`src/rtl/pipe_stage_reg.sv`:
```
`default_nettype none
// +----------------------------------------------------------------------+
// | pipe_stage_reg : valid/ready pipeline register, skid or single entry  |
// | Rev 1.0 - initial release                                             |
// +----------------------------------------------------------------------+
module pipe_stage_reg #(
  parameter int DATA_W  = 32,
  parameter int CTRL_W  = 16,
  parameter int SKID_EN = 1,
  parameter int CNT_W   = 16
) (
  input  logic              clk,
  input  logic              rst_n,
  input  logic              flush,
  input  logic              in_valid,
  output logic              in_ready,
  input  logic [DATA_W-1:0] in_data,
  input  logic [CTRL_W-1:0] in_ctrl,
  output logic              out_valid,
  input  logic              out_ready,
  output logic [DATA_W-1:0] out_data,
  output logic [CTRL_W-1:0] out_ctrl,
  output logic [CNT_W-1:0]  stall_cnt
);

  typedef enum logic [1:0] {
    ST_EMPTY = 2'd0,
    ST_ONE   = 2'd1,
    ST_TWO   = 2'd2
  } state_t;

  localparam logic [CNT_W-1:0] c_cnt_one = {{(CNT_W-1){1'b0}}, 1'b1};
  localparam logic [CNT_W-1:0] c_cnt_max = {CNT_W{1'b1}};

  state_t              r_state;
  state_t              w_state_nxt;
  logic [DATA_W-1:0]   r_data0;
  logic [DATA_W-1:0]   r_data1;
  logic [CTRL_W-1:0]   r_ctrl0;
  logic [CTRL_W-1:0]   r_ctrl1;
  logic [DATA_W-1:0]   w_data0_nxt;
  logic [DATA_W-1:0]   w_data1_nxt;
  logic [CTRL_W-1:0]   w_ctrl0_nxt;
  logic [CTRL_W-1:0]   w_ctrl1_nxt;
  logic [CNT_W-1:0]    r_stall_cnt;
  logic                w_in_xfer;
  logic                w_out_xfer;
  logic                w_stall;

  assign out_valid  = (r_state != ST_EMPTY);
  assign out_data   = r_data0;
  assign out_ctrl   = out_valid ? r_ctrl0 : {CTRL_W{1'b0}};
  assign stall_cnt  = r_stall_cnt;

  assign w_in_xfer  = in_valid & in_ready;
  assign w_out_xfer = out_valid & out_ready;
  assign w_stall    = out_valid & ~out_ready;

  always_ff @(posedge clk or negedge rst_n) begin
    if (!rst_n) begin
      r_state <= ST_EMPTY;
    end else begin
      r_state <= w_state_nxt;
    end
  end

  // Slot 0 is always the head; slot 1 only fills while the head is stalled.
  always_comb begin
    w_state_nxt = r_state;
    w_data0_nxt = r_data0;
    w_data1_nxt = r_data1;
    w_ctrl0_nxt = r_ctrl0;
    w_ctrl1_nxt = r_ctrl1;
    if (flush) begin
      w_state_nxt = ST_EMPTY;
      w_data0_nxt = {DATA_W{1'b0}};
      w_data1_nxt = {DATA_W{1'b0}};
      w_ctrl0_nxt = {CTRL_W{1'b0}};
      w_ctrl1_nxt = {CTRL_W{1'b0}};
    end else begin
      case (r_state)
        ST_EMPTY: begin
          if (w_in_xfer) begin
            w_state_nxt = ST_ONE;
            w_data0_nxt = in_data;
            w_ctrl0_nxt = in_ctrl;
          end
        end
        ST_ONE: begin
          case ({w_in_xfer, w_out_xfer})
            2'b10: begin
              w_state_nxt = ST_TWO;
              w_data1_nxt = in_data;
              w_ctrl1_nxt = in_ctrl;
            end
            2'b01: w_state_nxt = ST_EMPTY;
            2'b11: begin
              w_data0_nxt = in_data;
              w_ctrl0_nxt = in_ctrl;
            end
            default: w_state_nxt = ST_ONE;
          endcase
        end
        ST_TWO: begin
          if (w_out_xfer) begin
            w_state_nxt = ST_ONE;
            w_data0_nxt = r_data1;
            w_ctrl0_nxt = r_ctrl1;
          end
        end
        default: w_state_nxt = ST_EMPTY;
      endcase
    end
  end

  always_ff @(posedge clk or negedge rst_n) begin
    if (!rst_n) begin
      r_data0 <= {DATA_W{1'b0}};
      r_data1 <= {DATA_W{1'b0}};
      r_ctrl0 <= {CTRL_W{1'b0}};
      r_ctrl1 <= {CTRL_W{1'b0}};
    end else begin
      r_data0 <= w_data0_nxt;
      r_data1 <= w_data1_nxt;
      r_ctrl0 <= w_ctrl0_nxt;
      r_ctrl1 <= w_ctrl1_nxt;
    end
  end

  always_ff @(posedge clk or negedge rst_n) begin
    if (!rst_n) begin
      r_stall_cnt <= {CNT_W{1'b0}};
    end else if (w_stall && (r_stall_cnt != c_cnt_max)) begin
      r_stall_cnt <= r_stall_cnt + c_cnt_one;
    end
  end

  generate
    if (SKID_EN != 0) begin : g_skid
      logic r_in_ready;
      always_ff @(posedge clk or negedge rst_n) begin
        if (!rst_n) begin
          r_in_ready <= 1'b0;
        end else begin
          r_in_ready <= (w_state_nxt != ST_TWO);
        end
      end
      assign in_ready = r_in_ready;
    end else begin : g_single
      // Keeps in_ready low while in reset and until the first edge after it.
      logic r_alive;
      always_ff @(posedge clk or negedge rst_n) begin
        if (!rst_n) begin
          r_alive <= 1'b0;
        end else begin
          r_alive <= 1'b1;
        end
      end
      assign in_ready = r_alive & (~out_valid | out_ready);
    end
  endgenerate

endmodule
`default_nettype wire

```
`config.mk`:
```
export PLATFORM = sky130hd
export DESIGN_NAME = pipe_stage_reg
export DESIGN_NICKNAME = d
export VERILOG_FILES = /design/src/rtl/pipe_stage_reg.sv
export SDC_FILE = /design/constraint.sdc
export NUM_CORES = 1
export LEC_CHECK = 0
export CAP_MARGIN = 40
export CORE_MARGIN = 1
export CORE_UTILIZATION = 50
export DETAILED_ROUTE_END_ITERATION = 12
export GPL_ROUTABILITY_DRIVEN = 0
export GPL_TIMING_DRIVEN = 1
export PLACE_DENSITY = 0.86
export SYNTH_ARGS = -nofsm -noshare
export SYNTH_HDL_FRONTEND = slang
export SYNTH_SLANG_ARGS = --single-unit
```
`constraint.sdc`:
```
create_clock -name clk -period 2.3 [get_ports clk]
set_clock_uncertainty 0.15 [all_clocks]
set_input_delay 0.345 -clock clk [delete_from_list [all_inputs] [get_ports clk]]
set_output_delay 0.345 -clock clk [all_outputs]
set_load 0.01 [all_outputs]
```
==> run_results.csv, run 1 <==
group,metric,value,unit
route,routed_via_density,5.478,
finish,final_cell_mix,"nand2_1 (198), dfrtp_1 (114), clkdlybuf4s50_1 (99), nor2_1 (52)",
clock_network,cts_root_buf,"clkbuf_8",
floorplan,die_h,104.6,um
sta,fin_crit,2.179,ns
finish,diodes,0,
finish,fin_nets,754,
global_route,grt_busiest_layer,"met2",
sta,fin_setup_tns,0,ns
floorplan,die_x,104.6,um
pwr,powerDensity,793.9,nW/um^2
floorplan,core-area,10280,sq um
clock_network,cts_buffers,17,
synthesis,synth_cell_type_count,38,
synthesis,synthAdderAreaFrac,0.002379,
flow_run,cap_violations,0,
pwr,leakagePower,3.299,nW
sta,rsz0062_at_grt,"false",
critical_path,critPathLaunch,"r_state[0]",
finish,final_common_cell,"nand2_1",
synthesis,ys_seq_area_frac,0.5472,
global_route,antenna_found_initial,0,
critical_path,critPathSlowestCell,"dfrtp_2",
finish,drive_gt1_frac,0.09958,
route,wire_per_inst,15.41,um
critical_path,worstPathCellList,"nor2_4 -> buf_6 -> buf_4 -> nor2b_1 -> dlygate4sd2_1",
sta,setup_viol,0,
outcome,status,"finished clean",
global_route,grt_overflow,0,
synthesis,muxShareOfSynthArea,0.004045,
critical_path,critPathTopFamily,"buffers and inverters",
hold_path,whs_path_depth,2,
placement,place_hpwl,8267,um
synthesis,synth_area,5259,sq um
pwr,finalPower,5.831,mW
critical_path,worstRegToRegCells,6,
global_route,grtUsageMet1,0.3378,
global_route,grt_use_met2,0.4063,
synthesis,synth.avg_cell_area,9.051,sq um
global_route,grt_pass1_vias,4493,
synthesis,syn-num-nets,635,
sta,fmax,459.0,MHz
finish,final_cell_area,7345,sq um
critical_path,start_kind,"flip-flop",
synthesis,synth_top_family_by_area,"simple AND/OR/NAND/NOR gates",
clock_network,clockBufferDepth,2,
sta,worstMarginPinSlew,0.7396,ns
sta,fin_ws,0.1213,ns
placement,dpl.cell_count,811,
finish,final_util,0.7146,
sta,hold_viol,0,
sta,min_period_over_period,0.9473,
synthesis,yosys_warnings,0,
finish,syn_to_final_growth,39.66,%
critical_path,crit_path_max_incr_delay,0.43,ns
clock_network,cts_tree,"yes",
critical_path,crit_arrival,1.68,ns
finish,multi_input_area,2205,sq um
finish,seq_area,2879,sq um
sta,whs,0.2442,ns
clock_network,cts.sinks,115,
clock_network,path_clk_slew,0.05,ns
critical_path,worstSetupEndpointType,"output port",
synthesis,synth_compound_area_frac,0.1366,
synthesis,yosys.area_share.simple,0.2479,
route,vias,4651,
synthesis,synth_xor_area_frac,0.02498,
sta,max_slew_margin,0.5069,
floorplan,io_pins,119,
critical_path,crit_required,1.80,ns
floorplan,initial_utilization,0.5117,
hold_path,hold_start,"flush",
route,dr.pass1.iters,5,
global_route,grt_max_degree,73,
placement,placed_area,6671,sq um
floorplan,fp-row-count,37,
critical_path,cp_max_fo,6,
critical_path,r2r-end,"out_data[4]",
route,drc,0,
clock_network,htree_num_levels,4,
critical_path,regToRegSetupSlack,0.23,ns
route,drtIter0Drc,381,
route,routed_wl,13080,um
hold_path,min_path_type,"in2reg",
critical_path,worstReg2RegStart,"r_state[0]",
floorplan,die_area,10930,sq um
placement,place_ws,-0.07993,ns
critical_path,cp_num_buf_inv,3,
sta,slew_violations,0,
critical_path,worstSetupPathType,"reg2out",
pwr,peakVddDrop,0.5802,mV
route,ant_nets,0,
synthesis,ys_seq_elements,115,
global_route,grt_util_all_layers,0.2534,
finish,fill_cells,765,
placement,portBuffers,118,
global_route,use_met3,0.06176,
synthesis,synth_cells,581,
global_route,grt_pass1_wl,21690,um
hold_path,hold_end,"r_state[0]",
finish,layout.cells.non_filler,849,
clock_network,clock_latency,0.51,ns
==> where the power goes <==
| group | leakage (nW) | internal, mW | switching, mW |
|---|---|---|---|
| registers | 1.54 | 2.17 | 0.115 |
| clock network | 0.300 | 1.78 | 0.874 |
| logic | 1.46 | 0.453 | 0.431 |
| total | 3.30 | 4.41 | 1.42 |
==> worst max-delay path by stage <==
stage | to | slack (ns) | cells after the start
after global placement | r_ctrl0[12] | 0.05 | 6
after floorplan | stall_cnt[1] | 0.49 | 5
after detailed placement | out_data[4] | -0.08 | 6
after CTS | out_ctrl[8] | -0.02 | 4
after global routing | out_ctrl[4] | 0.06 | 5
final | out_ctrl[4] | 0.12 | 5
==> area by class of cell <==
cell class / count / area share
Clock buffer: 23 / 0.06627
Clock inverter: 9 / 0.01704
Inverter: 2 / 0.001022
Multi-Input combinational cell: 421 / 0.3002
Tap cell: 136 / 0.02317
Sequential cell: 115 / 0.3920
Timing Repair Buffer: 143 / 0.2003
==> registers in the layout, indices dropped and copies added (netlist names) <==
name	flops
in_ready	1
out_data	32
r_ctrl0	16
r_ctrl1	16
r_data1	32
r_state	2
stall_cnt	16
==> metal layers <==
layer  vias to the layer above  share of wire
met5                         -              0
met4                         0          0.011
met3                        17          0.059
met2                       183           0.49
met1                      2240           0.44
li1                       2211              -
==> cell usage after synthesis (all sizes together) <==
master | count | area [sq um]
a311oi | 48 | 420.4
nand2 | 198 | 743.2
o21a | 1 | 7.510
nor2b | 16 | 100.1
mux2i | 1 | 10.01
o21bai | 1 | 11.26
buf | 21 | 103.9
nand4b | 2 | 17.52
nand4 | 4 | 40.04
inv | 2 | 7.510
or2 | 2 | 12.52
mux2 | 1 | 11.26
nand3 | 5 | 25.02
nor4 | 3 | 40.04
a21oi | 48 | 240.2
xor2 | 12 | 105.1
dfrtp | 115 | 2878
or3 | 2 | 17.52
nand3b | 1 | 7.510
xnor2 | 3 | 26.28
clkbuf | 22 | 82.58
nor3 | 7 | 35.03
nor3b | 2 | 15.01
o22a | 1 | 8.760
nor4b | 2 | 17.52
ha | 1 | 12.51
nand2b | 2 | 12.51
and2b | 2 | 15.01
nor2 | 54 | 205.2
a211o | 1 | 8.760
o31ai | 1 | 21.27
==> logic make-up (layout without fill, tap and decap cells) <==
family,count (synthesis),count (layout)
DFF,115,115
muxes,2,2
buffers and inverters,45,177
AOI/OAI and AO/OA,101,101
xor gates and xnor gates,15,15
and+or+nand+nor,302,302
adders and majority gates,1,1
==> worst register-to-register path: stages (launching register included) <==
cell and delay [ns]:
dfrtp_2 0.43, buf_4 0.17, and2b_1 0.20, o31ai_4 0.29, buf_12 0.29, nor2_1 0.12, a311oi_1 0.31
==> timing repair <==
item / CTS / global route
gates cloned: 1 / 0
hold buffers: 1 / 0
gates resized for setup: 17 / 6
setup buffers: 2 / 2
endpoints found under the setup margin: 17 / 5
hold endpoints to repair: 44 / 0
(Power assumes the default switching activity.)
==> run 2: changes to the inputs <==
--- a/config.mk
+++ b/config.mk
@@ -7,11 +7,12 @@
 export LEC_CHECK = 0
 export CAP_MARGIN = 40
 export CORE_MARGIN = 1
-export CORE_UTILIZATION = 50
+export CORE_UTILIZATION = 52
+export CTS_BUF_LIST = sky130_fd_sc_hd__clkbuf_4 sky130_fd_sc_hd__clkbuf_8
 export DETAILED_ROUTE_END_ITERATION = 12
 export GPL_ROUTABILITY_DRIVEN = 0
 export GPL_TIMING_DRIVEN = 1
-export PLACE_DENSITY = 0.86
+export PLACE_DENSITY = 0.88
 export SYNTH_ARGS = -nofsm -noshare
 export SYNTH_HDL_FRONTEND = slang
 export SYNTH_SLANG_ARGS = --single-unit
==> run_results.csv, run 2 (same netlist as run 1, synthesis figures left out) <==
group,metric,value,unit
route,dr.pass1.iters,5,
hold_path,hold_start,"flush",
critical_path,critical_path_depth,4,
placement,dpl.cell_count,809,
finish,drive_gt1_frac,0.09718,
finish,syn_to_final_growth,35.12,%
pwr,powerDensity,723.5,nW/um^2
floorplan,fp-row-count,36,
sta,fin_ws,0.09152,ns
global_route,grt_overflow,0,
critical_path,critPathSlowestCell,"clkdlybuf4s50_1",
finish,layout.cells.non_filler,843,
floorplan,die_h,102.6,um
hold_path,whs_path_depth,2,
clock_network,clock_latency,0.42,ns
route,routed_via_density,5.664,
finish,fin_nets,752,
sta,setup_viol,0,
floorplan,die_x,102.6,um
sta,fin_crit,2.208,ns
critical_path,critPathTopFamily,"buffers and inverters",
hold_path,min_path_type,"in2reg",
critical_path,cp_num_buf_inv,2,
route,vias,4775,
finish,final_common_cell,"nand2_1",
route,drc,0,
sta,fmax,452.8,MHz
critical_path,worstReg2RegStart,"r_state[0]",
critical_path,worstPathCellList,"nor2_4 -> buf_6 -> nor2b_1 -> clkdlybuf4s50_1",
floorplan,die_area,10520,sq um
finish,final_cell_mix,"nand2_1 (198), dfrtp_1 (114), clkdlybuf4s50_1 (110), nor2_1 (52)",
floorplan,initial_utilization,0.5380,
floorplan,core-area,9774,sq um
finish,diodes,0,
placement,place_hpwl,8753,um
sta,hold_viol,0,
critical_path,crit_arrival,1.71,ns
flow_run,cap_violations,0,
pwr,peakVddDrop,0.6451,mV
finish,final_util,0.7270,
clock_network,cts_root_buf,"clkbuf_8",
critical_path,worstSetupPathType,"reg2out",
clock_network,cts_buffers,17,
global_route,grt_busiest_layer,"met2",
route,ant_nets,0,
critical_path,start_kind,"flip-flop",
global_route,grt_pass1_vias,4518,
critical_path,cp_max_fo,8,
placement,portBuffers,118,
placement,place_ws,0.001703,ns
route,wire_per_inst,15.84,um
route,drtIter0Drc,217,
sta,min_period_over_period,0.9602,
sta,max_slew_margin,0.5718,
route,routed_wl,13360,um
finish,fill_cells,712,
pwr,leakagePower,3.156,nW
clock_network,cts.sinks,115,
global_route,grt_use_met2,0.4431,
critical_path,worstRegToRegCells,6,
clock_network,cts_tree,"yes",
clock_network,clockBufferDepth,2,
global_route,grt_pass1_wl,21620,um
global_route,antenna_found_initial,0,
global_route,grt_util_all_layers,0.2692,
critical_path,critPathLaunch,"r_state[1]",
clock_network,path_clk_slew,0.07,ns
outcome,status,"finished clean",
global_route,use_met3,0.05153,
sta,fin_setup_tns,0,ns
clock_network,htree_num_levels,4,
critical_path,crit_path_max_incr_delay,0.57,ns
floorplan,io_pins,119,
global_route,grtUsageMet1,0.3491,
sta,slew_violations,0,
sta,worstMarginPinSlew,0.6423,ns
critical_path,crit_required,1.80,ns
sta,rsz0062_at_grt,"false",
global_route,grt_max_degree,62,
critical_path,worstSetupEndpointType,"output port",
[run 2: cell types whose count changed in the layout (fill, tap and decap cells not counted)]
cell,change
dlymetal6s2s_1,+1
buf_12,-4
clkbuf_1,-1
buf_4,+2
clkbuf_16,-16
clkinv_2,-1
dlygate4sd2_1,-12
clkbuf_8,+15
clkbuf_4,+1
clkdlybuf4s50_1,+11
clkinvlp_4,+1
[run 2: what timing repair did]
item / CTS / global route
setup endpoints to repair: 16 / 11
endpoints found under the hold margin: 44 / 0
gates resized for setup: 5 / 7
hold buffers: 1 / 0
gates cloned: 1 / 0
setup buffers: 1 / 0
[run 2: through the flow]
stage | power, mW | hold WS, ns | area [sq um]
2_1_floorplan | 2.690 | -0.1006 | 5259
3_3_place_gp | 3.142 | 0.2278 | 6625
3_5_place_dp | 3.177 | 0.2377 | 6625
4_1_cts | 5.154 | 0.2909 | 7087
5_1_grt | 5.349 | 0.3141 | 7106
6_report | 5.141 | 0.3157 | 7106
[run 2: where the power goes]
group          switching [mW]  leakage [nW]  internal (mW)
sequential              0.119          1.54           2.17
combinational           0.430          1.40          0.444
clock                   0.790         0.210           1.19
[run 2: final timing paths]
check	endpoint	slack, ns
worst max-delay path	out_ctrl[14]	0.09
worst min-delay path	r_data1[22]	0.32
worst max register to register	out_data[4]	0.28
worst min register to register	stall_cnt[12]	0.34
max in group asynchronous	r_data1[29]	0.99
min in group asynchronous	out_data[10]	0.34
[run 2: routing by layer]
layer / share of wire / up-vias
met5: 0 / -
met1: 0.40 / 2335
met3: 0.067 / 35
met4: 0.024 / 0
li1: - / 2198
met2: 0.51 / 207
[run 2: layout make-up]
cell class                 instances  area [sq um]  share of cell area
sequential                       115          2879              0.4052
multi-input combinational        421          2205              0.3103
timing repair buffer             141          1424              0.2004
clock buffer                      22         296.5             0.04173
tap                              133         166.4             0.02342
clock inverter                     9         127.6             0.01796
inverter                           2         7.507            0.001057
==> run 3: changes to the inputs <==
--- a/config.mk
+++ b/config.mk
@@ -11,8 +11,8 @@
 export CTS_BUF_LIST = sky130_fd_sc_hd__clkbuf_4 sky130_fd_sc_hd__clkbuf_8
 export DETAILED_ROUTE_END_ITERATION = 12
 export GPL_ROUTABILITY_DRIVEN = 0
-export GPL_TIMING_DRIVEN = 1
 export PLACE_DENSITY = 0.88
+export REMOVE_ABC_BUFFERS = 1
 export SYNTH_ARGS = -nofsm -noshare
 export SYNTH_HDL_FRONTEND = slang
 export SYNTH_SLANG_ARGS = --single-unit
==> run_results.csv, run 3 (same netlist as run 1, synthesis figures left out) <==
group,metric,value,unit
route,routed_wl,12990,um
finish,syn_to_final_growth,33.95,%
finish,final_cell_mix,"nand2_1 (198), clkdlybuf4s50_1 (116), dfrtp_1 (114), nor2_1 (53)",
critical_path,worstSetupPathType,"reg2out",
floorplan,core-area,9774,sq um
placement,placed_area,6640,sq um
flow_run,cap_violations,0,
critical_path,cp_num_buf_inv,2,
clock_network,cts.sinks,115,
finish,final_util,0.7207,
critical_path,worstSetupEndpointType,"output port",
critical_path,r2r-end,"stall_cnt[1]",
floorplan,die_h,102.6,um
hold_path,hold_start,"flush",
sta,fin_ws,0.1023,ns
clock_network,path_clk_slew,0.06,ns
placement,portBuffers,118,
critical_path,crit_arrival,1.70,ns
clock_network,htree_num_levels,4,
route,ant_nets,0,
sta,hold_viol,0,
hold_path,whs_path_depth,2,
global_route,grt_overflow,0,
placement,place_ws,-0.02306,ns
critical_path,regToRegSetupSlack,0.18,ns
floorplan,fp-row-count,36,
sta,setup_viol,0,
route,vias,4610,
outcome,status,"finished clean",
critical_path,worstRegToRegCells,5,
pwr,leakagePower,3.029,nW
floorplan,die_area,10520,sq um
sta,min_period_over_period,0.9555,
placement,dpl.cell_count,806,
global_route,antenna_found_initial,0,
route,dr.pass1.iters,5,
finish,fill_cells,707,
global_route,grt_pass1_vias,4324,
floorplan,io_pins,119,
floorplan,initial_utilization,0.5380,
clock_network,cts_root_buf,"clkbuf_8",
finish,layout.cells.non_filler,839,
finish,final_common_cell,"nand2_1",
clock_network,clock_latency,0.41,ns
sta,rsz0062_at_grt,"false",
pwr,finalPower,4.946,mW
finish,drive_gt1_frac,0.09065,
critical_path,crit_path_max_incr_delay,0.56,ns
critical_path,worstReg2RegStart,"stall_cnt[1]",
sta,slew_violations,0,
route,drtIter0Drc,201,
placement,place_hpwl,8500,um
global_route,grt_pass1_wl,21050,um
critical_path,cp_max_fo,17,
finish,diodes,0,
hold_path,min_path_type,"in2reg",
route,drc,0,
finish,final_cell_area,7044,sq um
critical_path,start_kind,"flip-flop",
sta,fin_crit,2.198,ns
clock_network,clockBufferDepth,2,
critical_path,crit_required,1.80,ns
pwr,peakVddDrop,0.3488,mV
sta,worstMarginPinSlew,0.5960,ns
critical_path,worstPathCellList,"nor2_1 -> buf_6 -> nor2b_1 -> clkdlybuf4s50_1",
sta,fmax,455.0,MHz
hold_path,hold_end,"r_state[0]",
critical_path,critPathSlowestCell,"clkdlybuf4s50_1",
floorplan,die_x,102.6,um
route,wire_per_inst,15.49,um
global_route,grt_max_degree,69,
pwr,powerDensity,702.2,nW/um^2
clock_network,cts_buffers,17,
global_route,grt_util_all_layers,0.2638,
route,routed_via_density,5.495,
critical_path,critPathTopFamily,"buffers and inverters",
clock_network,cts_tree,"yes",
sta,max_slew_margin,0.5997,
finish,fin_nets,748,
run 3: cell count changes in the layout (fill, tap and decap cells not counted), moves of 2 or more:
cell / before / now
clkdlybuf4s50_1: 110 / 116
clkbuf_4: 1 / 6
clkinvlp_4: 3 / 1
bufinv_16: 3 / 1
buf_12: 4 / 7
buf_4: 18 / 12
dlymetal6s2s_1: 6 / 0
run 3: where the power goes:
part | internal [mW] | switching [mW]
Combinational | 0.444 | 0.430
Clock | 1.03 | 0.746
Sequential | 2.17 | 0.123
run 3: final cells by class:
cell class	count	area, sq um	share of cell area
repair buffers	137	1413	0.2005
clock buffers	27	334.1	0.04742
inverters	2	7.507	0.001066
well taps	133	166.4	0.02362
clock inverters	4	47.55	0.006750
flip-flops and latches	115	2879	0.4087
multi-input cells	421	2197	0.3119
run 3: repair_timing:
action | in CTS | in global routing
setup endpoints to repair | 17 | 1
setup buffers | 1 | 0
resized for setup | 1 | 1
hold endpoints to repair | 35 | 0
hold buffers | 1 | 0
run 3: per-stage QoR:
step                 TNS, ns  hold slack (ns)
floorplan             -93.12          -0.1006
global placement           0           0.1861
CTS                        0           0.2510
global route               0           0.2874
finish                     0           0.2747
detailed placement  -0.03888           0.1958
run 3: metal layers:
| metal | track usage | part of all wire | vias up |
|---|---|---|---|
| li1 | - | - | 2193 |
| met1 | 0.3521 | 0.42 | 2216 |
| met2 | 0.4195 | 0.49 | 183 |
| met3 | 0.07186 | 0.070 | 18 |
| met4 | 0.08791 | 0.013 | 0 |
| met5 | 0 | 0 | - |
run 3: how the worst max path moves through the flow:
stage               slack [ns]           end  depth (start not counted)  startpoint
finish                    0.10   out_ctrl[6]                          4  r_state[1]
global route              0.03   out_ctrl[4]                          4  r_state[1]
CTS                       0.05   out_ctrl[4]                          4  r_state[1]
detailed placement       -0.02   r_ctrl0[13]                          6   out_ready
global placement          0.09  out_data[22]                          6   out_ready
floorplan                -1.23    r_ctrl1[0]                          4    in_ready
